===== config.mk =====
export PLATFORM = sky130hd
export DESIGN_NAME = otter_regfile_sb
export DESIGN_NICKNAME = d
export VERILOG_FILES = /design/src/rtl/otter_regfile_sb.sv
export SDC_FILE = /design/constraint.sdc
export NUM_CORES = 1
export LEC_CHECK = 0
export CAP_MARGIN = 20
export CORE_MARGIN = 8
export CORE_UTILIZATION = 50
export CTS_BUF_LIST = sky130_fd_sc_hd__clkbuf_4 sky130_fd_sc_hd__clkbuf_8 sky130_fd_sc_hd__clkbuf_16
export DETAILED_ROUTE_END_ITERATION = 8
export GPL_ROUTABILITY_DRIVEN = 0
export PLACE_DENSITY = 0.67
export SYNTH_ARGS = -nofsm -noshare
export SYNTH_HDL_FRONTEND = slang
export SYNTH_SLANG_ARGS = --single-unit
export TNS_END_PERCENT = 1

===== constraint.sdc =====
create_clock -name CLK -period 10.42 [get_ports CLK]
set_input_delay 2.605 -clock CLK [delete_from_list [all_inputs] [get_ports CLK]]
set_output_delay 2.605 -clock CLK [all_outputs]
set_load 0.005 [all_outputs]

===== src/rtl/otter_regfile_sb.sv =====
// Register file with pending-write scoreboard and a reset-clear sequencer.
// Two combinational read ports, one writeback port, one issue port.

module otter_regfile_rdport #(
    parameter int XLEN   = 32,
    parameter int AW     = 5,
    parameter int BYPASS = 1
) (
    input  logic            ready,
    input  logic [AW-1:0]   raddr,
    input  logic [XLEN-1:0] rf_q,
    input  logic            pend_q,
    input  logic            we,
    input  logic [AW-1:0]   dest,
    input  logic [XLEN-1:0] din,
    output logic [XLEN-1:0] dout,
    output logic            busy
);
    logic hit;

    assign hit = (BYPASS != 0) && we && (dest == raddr);

    always_comb begin
        dout = '0;
        busy = 1'b0;
        if (ready && raddr != '0) begin
            if (hit) begin
                dout = din;
            end else begin
                dout = rf_q;
                busy = pend_q;
            end
        end
    end
endmodule

module otter_regfile_sb #(
    parameter  int XLEN   = 32,
    parameter  int NREGS  = 32,
    parameter  int BYPASS = 1,
    localparam int AW     = $clog2(NREGS)
) (
    input  logic            CLK,
    input  logic            RST,
    input  logic [AW-1:0]   READ1,
    input  logic [AW-1:0]   READ2,
    output logic [XLEN-1:0] OUT1,
    output logic [XLEN-1:0] OUT2,
    output logic            BUSY1,
    output logic            BUSY2,
    input  logic            WRITE_ENABLE,
    input  logic [AW-1:0]   DEST_REG,
    input  logic [XLEN-1:0] DIN,
    input  logic            ISSUE_EN,
    input  logic [AW-1:0]   ISSUE_REG,
    output logic            READY
);
    localparam int NPORTS = 2;

    typedef enum logic {CLEAR, RUN} state_t;

    state_t                       state, nstate;
    logic [AW-1:0]                cnt, ncnt;
    logic                         clr_we, wr_hit, iss_hit;
    logic [XLEN-1:0]              rf [NREGS];
    logic [NREGS-1:0]             pend;
    logic [NPORTS-1:0][AW-1:0]    raddr;
    logic [NPORTS-1:0][XLEN-1:0]  dout;
    logic [NPORTS-1:0]            busy;

    always_ff @(posedge CLK) begin
        if (RST) begin
            state <= CLEAR;
            cnt   <= AW'(1);
        end else begin
            state <= nstate;
            cnt   <= ncnt;
        end
    end

    always_comb begin
        nstate = state;
        ncnt   = cnt;
        if (state == CLEAR) begin
            if (cnt == AW'(NREGS - 1)) nstate = RUN;
            else                       ncnt   = cnt + AW'(1);
        end
    end

    always_comb begin
        READY  = (state == RUN);
        clr_we = (state == CLEAR) && !RST;
    end

    assign wr_hit  = READY && !RST && WRITE_ENABLE && (DEST_REG != '0);
    assign iss_hit = READY && !RST && ISSUE_EN && (ISSUE_REG != '0);

    // Register 0 is never stored; the read ports mask it to zero.
    always_ff @(posedge CLK) begin
        if (clr_we)      rf[cnt]      <= '0;
        else if (wr_hit) rf[DEST_REG] <= DIN;
    end

    // Issue beats writeback on the same register: a newer producer is in flight.
    always_ff @(posedge CLK) begin
        if (RST) begin
            pend <= '0;
        end else begin
            pend[0] <= 1'b0;
            for (int i = 1; i < NREGS; i++) begin
                if (iss_hit && ISSUE_REG == AW'(i))     pend[i] <= 1'b1;
                else if (wr_hit && DEST_REG == AW'(i)) pend[i] <= 1'b0;
            end
        end
    end

    assign raddr[0] = READ1;
    assign raddr[1] = READ2;

    for (genvar g = 0; g < NPORTS; g++) begin : g_rd
        otter_regfile_rdport #(
            .XLEN   (XLEN),
            .AW     (AW),
            .BYPASS (BYPASS)
        ) u_rd (
            .ready  (READY),
            .raddr  (raddr[g]),
            .rf_q   (rf[raddr[g]]),
            .pend_q (pend[raddr[g]]),
            .we     (WRITE_ENABLE),
            .dest   (DEST_REG),
            .din    (DIN),
            .dout   (dout[g]),
            .busy   (busy[g])
        );
    end

    assign OUT1  = dout[0];
    assign OUT2  = dout[1];
    assign BUSY1 = busy[0];
    assign BUSY2 = busy[1];
endmodule

* Word-level counts from Yosys, hierarchy flattened
Memories as Yosys holds them, arrays and structs flattened.
Index checks and enable logic that the tools add are counted.
** Storage, ports and cells
- Register bits after elaboration :: 38
- Bits in latches :: 0
- Memory bits (writable) :: 1024
- ROM bits :: 0
- Input bits :: 56
- Output and inout bits :: 67
- Logic and storage cells :: 299
- Memories :: 1
** Memory list
- rf :: depth 32, width 32, read ports 2, clocked after memory_dff 0, write ports 1, line 65 : logic [XLEN-1:0] rf [NREGS];
** Operators by class
- Add/subtract/negate cells :: 1
- Multipliers :: 0
- Divide/modulo/power cells :: 0
- Order comparisons :: 2
- Equality and inequality tests :: 65
- Shift-type cells :: 0
- Multiplexer cells :: 84
- Bitwise logic cells :: 2
- Reduce and logical (&&, ||, !) cells :: 110
** Operators with widths (number)
- $eq A5 B5 Y1 const B :: 33
- $mux W32 :: 5
- $eq A5 B4 Y1 const B :: 16
- $mux W1 :: 76
- $logic_and A1 B1 Y1 :: 72
- $reduce_bool A2 Y1 :: 31
- $eq A5 B3 Y1 const B :: 8
- $reduce_or A32 Y1 :: 1
- $eq A5 B2 Y1 const B :: 4
- $reduce_bool A5 Y1 :: 4
- $lt A5 B6 Y1 const B :: 2
- $bmux W1 S5 :: 2
- $eq A5 B1 Y1 const B :: 2
- $eq A5 B5 Y1 :: 2
- $add A5 B1 Y5 const B :: 1
- $mux W5 :: 1
- $not A1 Y1 :: 2
- $reduce_and A2 Y1 :: 1
- $logic_not A1 Y1 :: 1

* Longest topological paths before layout
- Word-level depth :: 9
- Mapped depth :: 9
- Gate-level depth less buffers :: 7

* Modules after synthesis
From an unflattened synthesis, not the netlist that was laid out.
** Second synthesis, totals
- Cells, all modules :: 2666
- Area, all modules :: 49462.4 um^2
** Modules (own cells, without submodules)
- otter_regfile_sb :: instances 1, cells an instance 2416, area an instance 48123.7 um^2, sequential area each 31490.2 um^2
- otter_regfile_rdport :: instances 2, cells an instance 125, area an instance 669.4 um^2, sequential area each 0.0 um^2

* Worst setup path after synthesis
Ideal clock, no wire load.
- Path kind :: input port to output port
- From :: input READ2[1]
- To :: output OUT2[10]
- Arrival time :: 4277 ps
- Data required time :: 7815 ps
- Setup slack :: 3538 ps
- Stages on the path :: 8
- Path buffers :: 4
- Path through :: buf_4 buf_2 buf_2 buf_1 mux4_2 a22oi_1 a21oi_1 a221o_1
** Between the ends
- Longest elaborated chain between the ends :: 4
- Elaborated cells on any way between the ends :: 7
- Those cells by class :: eq/ne: 1; mux: 2; reduce/logical: 3; memory: 1
** RTL lines
- start: declaration :: line 46 : input logic [AW-1:0] READ2,
- parallel branches: the longest is 3 deep, another holds $mem_v2 Z32 W32
- $mux W32 (*) :: line 26 : if (ready && raddr != '0) begin
- end: declaration :: line 48 : output logic [XLEN-1:0] OUT2,
Mark *: on every way between the ends.

* Worst setup path after layout
- From :: input DEST_REG[2]
- To :: output OUT2[6]
** Between the ends
- Longest elaborated chain between the ends :: 4
** RTL lines
- start: declaration :: line 52 : input logic [AW-1:0] DEST_REG,
- $eq A5 B5 Y1 :: line 21 : assign hit = (BYPASS != 0) && we && (dest == raddr);
- $logic_and A1 B1 Y1 :: line 21
- $mux W32 :: line 27 : if (hit) begin
- $mux W32 :: line 26
Every way passes these cells.

==> qor.log <==
qor: layout.fillers 7519
qor: setup_path.crit_arrival 6.55 ns
qor: grt.met1_usage 36.6%
qor: cts.cts-resized-gates 0
qor: placement.io_buffers 122
qor: synthesis.synth.top_cells.by_area edfxtp_1 60%, mux4_2 16%, mux2i_1 5.6%
qor: setup_path.timing.critical_path.slowest_stage_cell clkdlybuf4s50_1
qor: die.die_height 335 um
qor: status.status complete, no violations
qor: synthesis.mappedNetlistNets 3009
qor: cts.cts.hold.buffers_added 0
qor: cts.clock_sinks 1061
qor: setup_path.worstSetupEndpointType output port
qor: min_path.worstHoldPathType reg -> reg
qor: layout.multi_input_area 18500 um^2
qor: timing.setup_viol_count_final 0
qor: synthesis.synth_common_cells 1024 x edfxtp_1, 372 x mux4_2, 284 x mux2i_1, 121 x a221oi_1, 116 x nor2_1
qor: grt.initial_antenna_violation_count 2
qor: die.start_util 50.3%
qor: timing.min_period 9.15 ns
qor: routing.initialDrtViolationCount 4202
qor: timing.totalNegativeSetupSlack 0 ns
qor: cts.cts_post_setup_buffers_inserted 0
qor: placement.preCtsSetupSlack 1.44 ns
qor: setup_path.worst_ep_required_time 7.82 ns
qor: cts.cts_tree done
qor: setup_path.worst-setup-path-type in -> out
qor: layout.seqCellArea 31500 um^2
qor: routing.vias 32400
qor: grt.grt_pass1_vias 32700
qor: routing.wl_per_cell 35.7 um
qor: synthesis.synth_sequential_area_ratio 61.7%
qor: synthesis.yosysUniqueCellTypes 70
qor: synthesis.ffs_w_async_s_r_synth 0%
qor: layout.layout-drive-gt1-share 25.1%
qor: cts.root_buffer clkbuf_16
qor: routing.drt_drc_violations_left 0
qor: power_and_ir_drop.power.density 164 nW/um^2
qor: power_and_ir_drop.vdd_ir_drop_max 169 uV
qor: die.die-area 113000 um^2
qor: cts.clock_transition_at_the_register_clock_pins_on_the_worst_setup_and_hold_paths_after_cts 0.06 ns
qor: synthesis.postSynthRegisterBits 1061
qor: synthesis.netlist_instances 2951
qor: synthesis.synthesis.yosys.warnings 0
qor: die.die_w 335 um
qor: setup_path.crit_path_cell_trace clkdlybuf4s50_1 > xnor2_1 > nand4_1 > or3_1 > nor2_4 > buf_4 > a221o_1 > clkdlybuf4s50_1
qor: grt.grtUsageMet2 45.3%
qor: timing.timing.slew.headroom 22.3%
qor: grt.grt_pass1_wl 229 mm
qor: timing.finalHoldViolations 0
qor: grt.met3_track_demand_over_resource 5.32%
qor: routing.drt-pass1-iter-count 6
qor: timing.worst_clock_skew 0.0160 ns
qor: die.ioPinCount 123
qor: layout.area.growth.synth_to_final 12.9%
qor: grt.gr-usage-all-layers 27.8%
qor: flow_run.maxCapViolations 0
qor: grt.grt.busiest_layer met2
qor: cts.clk_latency 0.68 ns
qor: synthesis.synth_edf_count 1024
qor: layout.number_of_nets_in_the_finished_design 3081
qor: cts.cts_inserted_buffers 106
qor: setup_path.critical_path_peak_fanout 22
qor: synthesis.netlist_area 51000 um^2
qor: setup_path.critical_path.max_stage_delay 0.96 ns
qor: cts.clock_tree.htree_level_count 3
qor: synthesis.synth_top_cell_area_share 60.3%
qor: timing.postLayoutSetupSlackWorst 1.27 ns
qor: synthesis.post_synth.cell_area_avg 17.3 um^2
qor: routing.detail-route-antenna-nets 0
qor: timing.period_share 87.8%
qor: synthesis.leading_register_cell_type_out_of_synthesis edfxtp_1
qor: timing.grt_setup_unrepaired false
qor: die.num_rows 117
qor: grt.globalRoute.totalOverflow 0
qor: setup_path.timing.critical_path.mode_cell clkdlybuf4s50_1
qor: routing.finalWirelength 160 mm
qor: timing.achievable-frequency 109 MHz
qor: timing.finalMaxSlewViolations 0
qor: synthesis.synth.most_common_cell edfxtp_1
qor: cts.cts_max_path_buffers 3
qor: setup_path.crit_path_start_kind primary input
qor: routing.vias_per_cell 7.22
qor: grt.grt_start_max_net_pins 101
qor: die.design.core.area 101000 um^2
qor: synthesis.synth_area_leader_cell edfxtp_1
qor: power_and_ir_drop.p_leak 17.3 nW
qor: placement.dpl.hpwl 93.6 mm
qor: timing.timing_worst_slew_pin_value 1.16 ns
-- cells in the final DEF, fill, tap and decap left out, types with 7 or more instances in the layout --
cell type / n
a211oi_1: 62
a21oi_1: 35
a221o_1: 61
a221oi_1: 121
a22oi_1: 93
and2_1: 31
buf_12: 12
buf_4: 76
bufinv_16: 19
clkbuf_16: 109
clkbuf_4: 13
clkdlybuf4s50_1: 114
clkinv_1: 16
clkinv_2: 28
clkinvlp_4: 7
dfxtp_1: 37
edfxtp_1: 1024
inv_1: 8
mux2_2: 67
mux2i_1: 284
mux4_2: 372
nand2_1: 37
nand2b_1: 13
nand3_1: 10
nand4_1: 7
nor2_1: 80
nor2_4: 37
nor2b_1: 40
o211ai_1: 28
o21ai_0: 69
o21ai_1: 29
o21bai_1: 32
o221ai_1: 30
xnor2_1: 9
-- critical path, delay by kind of cell --
kind	cells	cell delay, ns
AO/OA/AOI/OAI	1	0.19
XOR/XNOR	1	0.20
buffers and inverters	3	1.82
AND/OR/NAND/NOR	3	1.72
-- power by group --
group / internal [mW] / switching (mW)
sequential: 4.65 / 0.0218
combinational: 0.265 / 0.423
clock: 2.40 / 1.67
-- logic make-up after synthesis --
kind of cell             count (synthesis)  share of synthesized area (%)
AO/OA/AOI/OAI                          590                           8.79
XOR/XNOR                                13                          0.223
adder cells (fa/ha/maj)                  2                         0.0490
buffers and inverters                  261                           2.73
flip-flops                            1061                           61.7
multiplexers                           725                           23.5
AND/OR/NAND/NOR                        299                           2.97
-- metrics by stage --
step / hold slack, ns / utilization [%] / total power, mW / cells / cell area, um^2
2_1_floorplan: 0.480 / - / 5.21 / 2951 / 51000
6_report: 0.532 / 56.8 / 9.43 / 4482 / 57600
4_1_cts: 0.528 / 56.6 / 9.44 / 4472 / 57400
5_1_grt: 0.562 / 56.8 / 9.63 / 4481 / 57600
3_5_place_dp: 0.513 / 53.0 / 5.44 / 4274 / 53700
3_3_place_gp: 0.502 / 53.0 / 5.43 / 4274 / 53700
-- flip-flops by register name (all words and copies together), names as in the netlist --
signal,cells
READY,1
rf,1024
pend,31
cnt,5
-- path summary, 6_finish.rpt --
kind	cells after the start	startpoint	to	slack, ns
worst max-delay path	8	DEST_REG[2]	OUT2[6]	1.27
worst min-delay path	2	pend[15]	pend[15]	0.53
worst max register to register	6	READY	rf[28][24]	5.27
worst min register to register	2	pend[15]	pend[15]	0.53
-- layout make-up --
| class | instances | share of cell area (%) |
|---|---|---|
| diodes | 1 | 0.00434 |
| clock buffers | 121 | 4.86 |
| clock inverters | 77 | 1.55 |
| inverters | 9 | 0.0608 |
| multi-input cells | 1629 | 32.1 |
| flip-flops and latches | 1061 | 54.6 |
| well taps | 1368 | 2.97 |
| repair buffers | 216 | 3.85 |
-- metal layers --
layer	wire length, um	vias up	share of wire (%)
li1	-	12800	-
met1	59000	16900	37
met2	77300	2235	48
met3	16100	427	10
met4	7430	2	4.6
met5	17	-	0.011
(Power assumes the default switching activity.)
==> RTL edit, RTL diff (same settings) <==
`BYPASS` is set to 1 in 2 places; all go to 0.
--- a/src/rtl/otter_regfile_sb.sv
+++ b/src/rtl/otter_regfile_sb.sv
@@ -4,7 +4,7 @@
 module otter_regfile_rdport #(
     parameter int XLEN   = 32,
     parameter int AW     = 5,
-    parameter int BYPASS = 1
+    parameter int BYPASS = 0
 ) (
     input  logic            ready,
     input  logic [AW-1:0]   raddr,
@@ -37,7 +37,7 @@
 module otter_regfile_sb #(
     parameter  int XLEN   = 32,
     parameter  int NREGS  = 32,
-    parameter  int BYPASS = 1,
+    parameter  int BYPASS = 0,
     localparam int AW     = $clog2(NREGS)
 ) (
     input  logic            CLK,
Check against the original RTL: same outputs for any inputs over 4 cycles, from zero or initial values and one cycle with RST high; that may be too few to reach the edited logic, so the function may still have changed.
==> RTL edit against the original RTL <==
Design area is 2.7% lower. Worst setup slack improved by 0.58 ns. Utilization is 0.15 points higher. Final cell count fell by 12%. Routed wire length is 8.9% lower. Largest power group unchanged. Critical path type unchanged. Sequential cell count unchanged. Worst hold slack got worse by 0.011 ns. Power fell by 4.0%. Register-to-register slack better by 0.15 ns. Area after synthesis decreased by 2.7%.
==> RTL edit: results <==
export IMPL_grt_max_degree=104
export IMPL_met1_length_um=53300
export IMPL_grt_antenna_before_repair=10
export IMPL_synthMuxAreaShare_pct=29.3
export IMPL_p_leak_nw=16.2
export IMPL_viasPerCell=7.15
export IMPL_grt_first_pass_wirelength_um=209000
export IMPL_wl_met2_um=74000
export IMPL_finClkSkew_ns=0.0209
export IMPL_worst_pin_slew_ns=1.10
export IMPL_synth_compound_area_share_pct=3.47
export IMPL_synthAdderAreaFrac_pct=0.0504
export IMPL_post_cts_setup_buffer_count=0
export IMPL_synth_commonest_cells="edfxtp_1, mux4_2, mux2i_1"
export IMPL_synth_xor_area_share_pct=0.0529
export IMPL_grt_usage_pct=26.6
export IMPL_wl_per_cell_um=37.1
export IMPL_drive_gt1_share_pct=31.3
export IMPL_crit_arrival_ns=5.97
export IMPL_avgSynthCellArea_sq_um=20.4
export IMPL_synth_area_leaders="edfxtp_1, mux4_2, mux2i_1, dfxtp_1, o221ai_1"
export IMPL_postPlaceCellArea_sq_um=52400
export IMPL_synth_seq_area_share_pct=63.4
export IMPL_vdd_drop_max_v=0.000158
export IMPL_place_ws_ns=1.82
export IMPL_cts_resized=0
export IMPL_grt_pass1_vias=29300
export IMPL_use_met2_pct=45.9
export IMPL_fin_nets=2599
export IMPL_nFillCells=7209
export IMPL_met3_usage_pct=4.78
export IMPL_cts_made_buffers=110
export IMPL_outcome="finished clean"
export IMPL_cp_slowest_cell="buf_4"
export IMPL_max_stage_delay_ns=0.92
export IMPL_drt_first_iter_violations=3386
export IMPL_dp_cells=3711
export IMPL_grtUsageMet1_pct=33.6
export IMPL_ys_types=53
export IMPL_synth_nets=2492
export IMPL_post_dp_hpwl_um=76000
export IMPL_min_path_type="flop to flop"
export IMPL_stdcell_count=3927
export IMPL_reg2reg_depth=6
export IMPL_wl_met3_um=12200
export IMPL_crit_fanout=76
[RTL edit: cell types whose count changed in the layout (fill, tap and decap cells not counted), sizes merged, moves of 60 or more]
cell,unedited run,this run
o21ai,98,32
a22oi,93,0
mux2,69,0
o22a,0,64
a221o,61,0
mux4,372,526
nor2,117,24
a211oi,62,2
a221oi,121,0
[RTL edit: cell families (layout without fill, tap and decap cells)]
| group | after synthesis | after routing |
|---|---|---|
| other cells | 0 | 6 |
| xor+xnor | 3 | 3 |
| buf+inv | 200 | 400 |
| compound gates | 211 | 211 |
| simple gates | 161 | 161 |
| mux | 796 | 796 |
| fa+ha+maj | 2 | 2 |
| flops | 1061 | 1061 |
[RTL edit: critical path: cells and delay by family]
kind                   cells  cell delay [ns]
buffers and inverters      3             2.09
multiplexers               2             0.61
AO/OA/AOI/OAI              2             0.56
[RTL edit: where the power goes]
group	leakage [nW]	switching (mW)	internal, mW
clock network	1.77	1.63	2.24
registers	8.26	0.0208	4.66
logic	6.19	0.278	0.227
total	16.2	1.93	7.13
[RTL edit: final timing paths]
kind	from	end	slack [ns]
setup reg to reg	READY$_SDFF_PP0_	rf[26][25]$_DFFE_PP_	5.42
hold reg to reg	pend[17]$_SDFFE_PP0P_	pend[17]$_SDFFE_PP0P_	0.52
setup / recovery	READ2[2]	OUT2[13]	1.85
hold / removal	pend[17]$_SDFFE_PP0P_	pend[17]$_SDFFE_PP0P_	0.52
[RTL edit: area by class of cell]
type | count | area, sq um | share of cell area [%]
clock buffer | 143 | 3040 | 5.42
timing repair buffer | 192 | 1960 | 3.50
multi-input combinational | 1173 | 17400 | 31.1
clock inverter | 62 | 499 | 0.891
antenna | 6 | 15.0 | 0.0268
tap | 1287 | 1610 | 2.87
inverter | 3 | 11.3 | 0.0201
sequential | 1061 | 31500 | 56.2
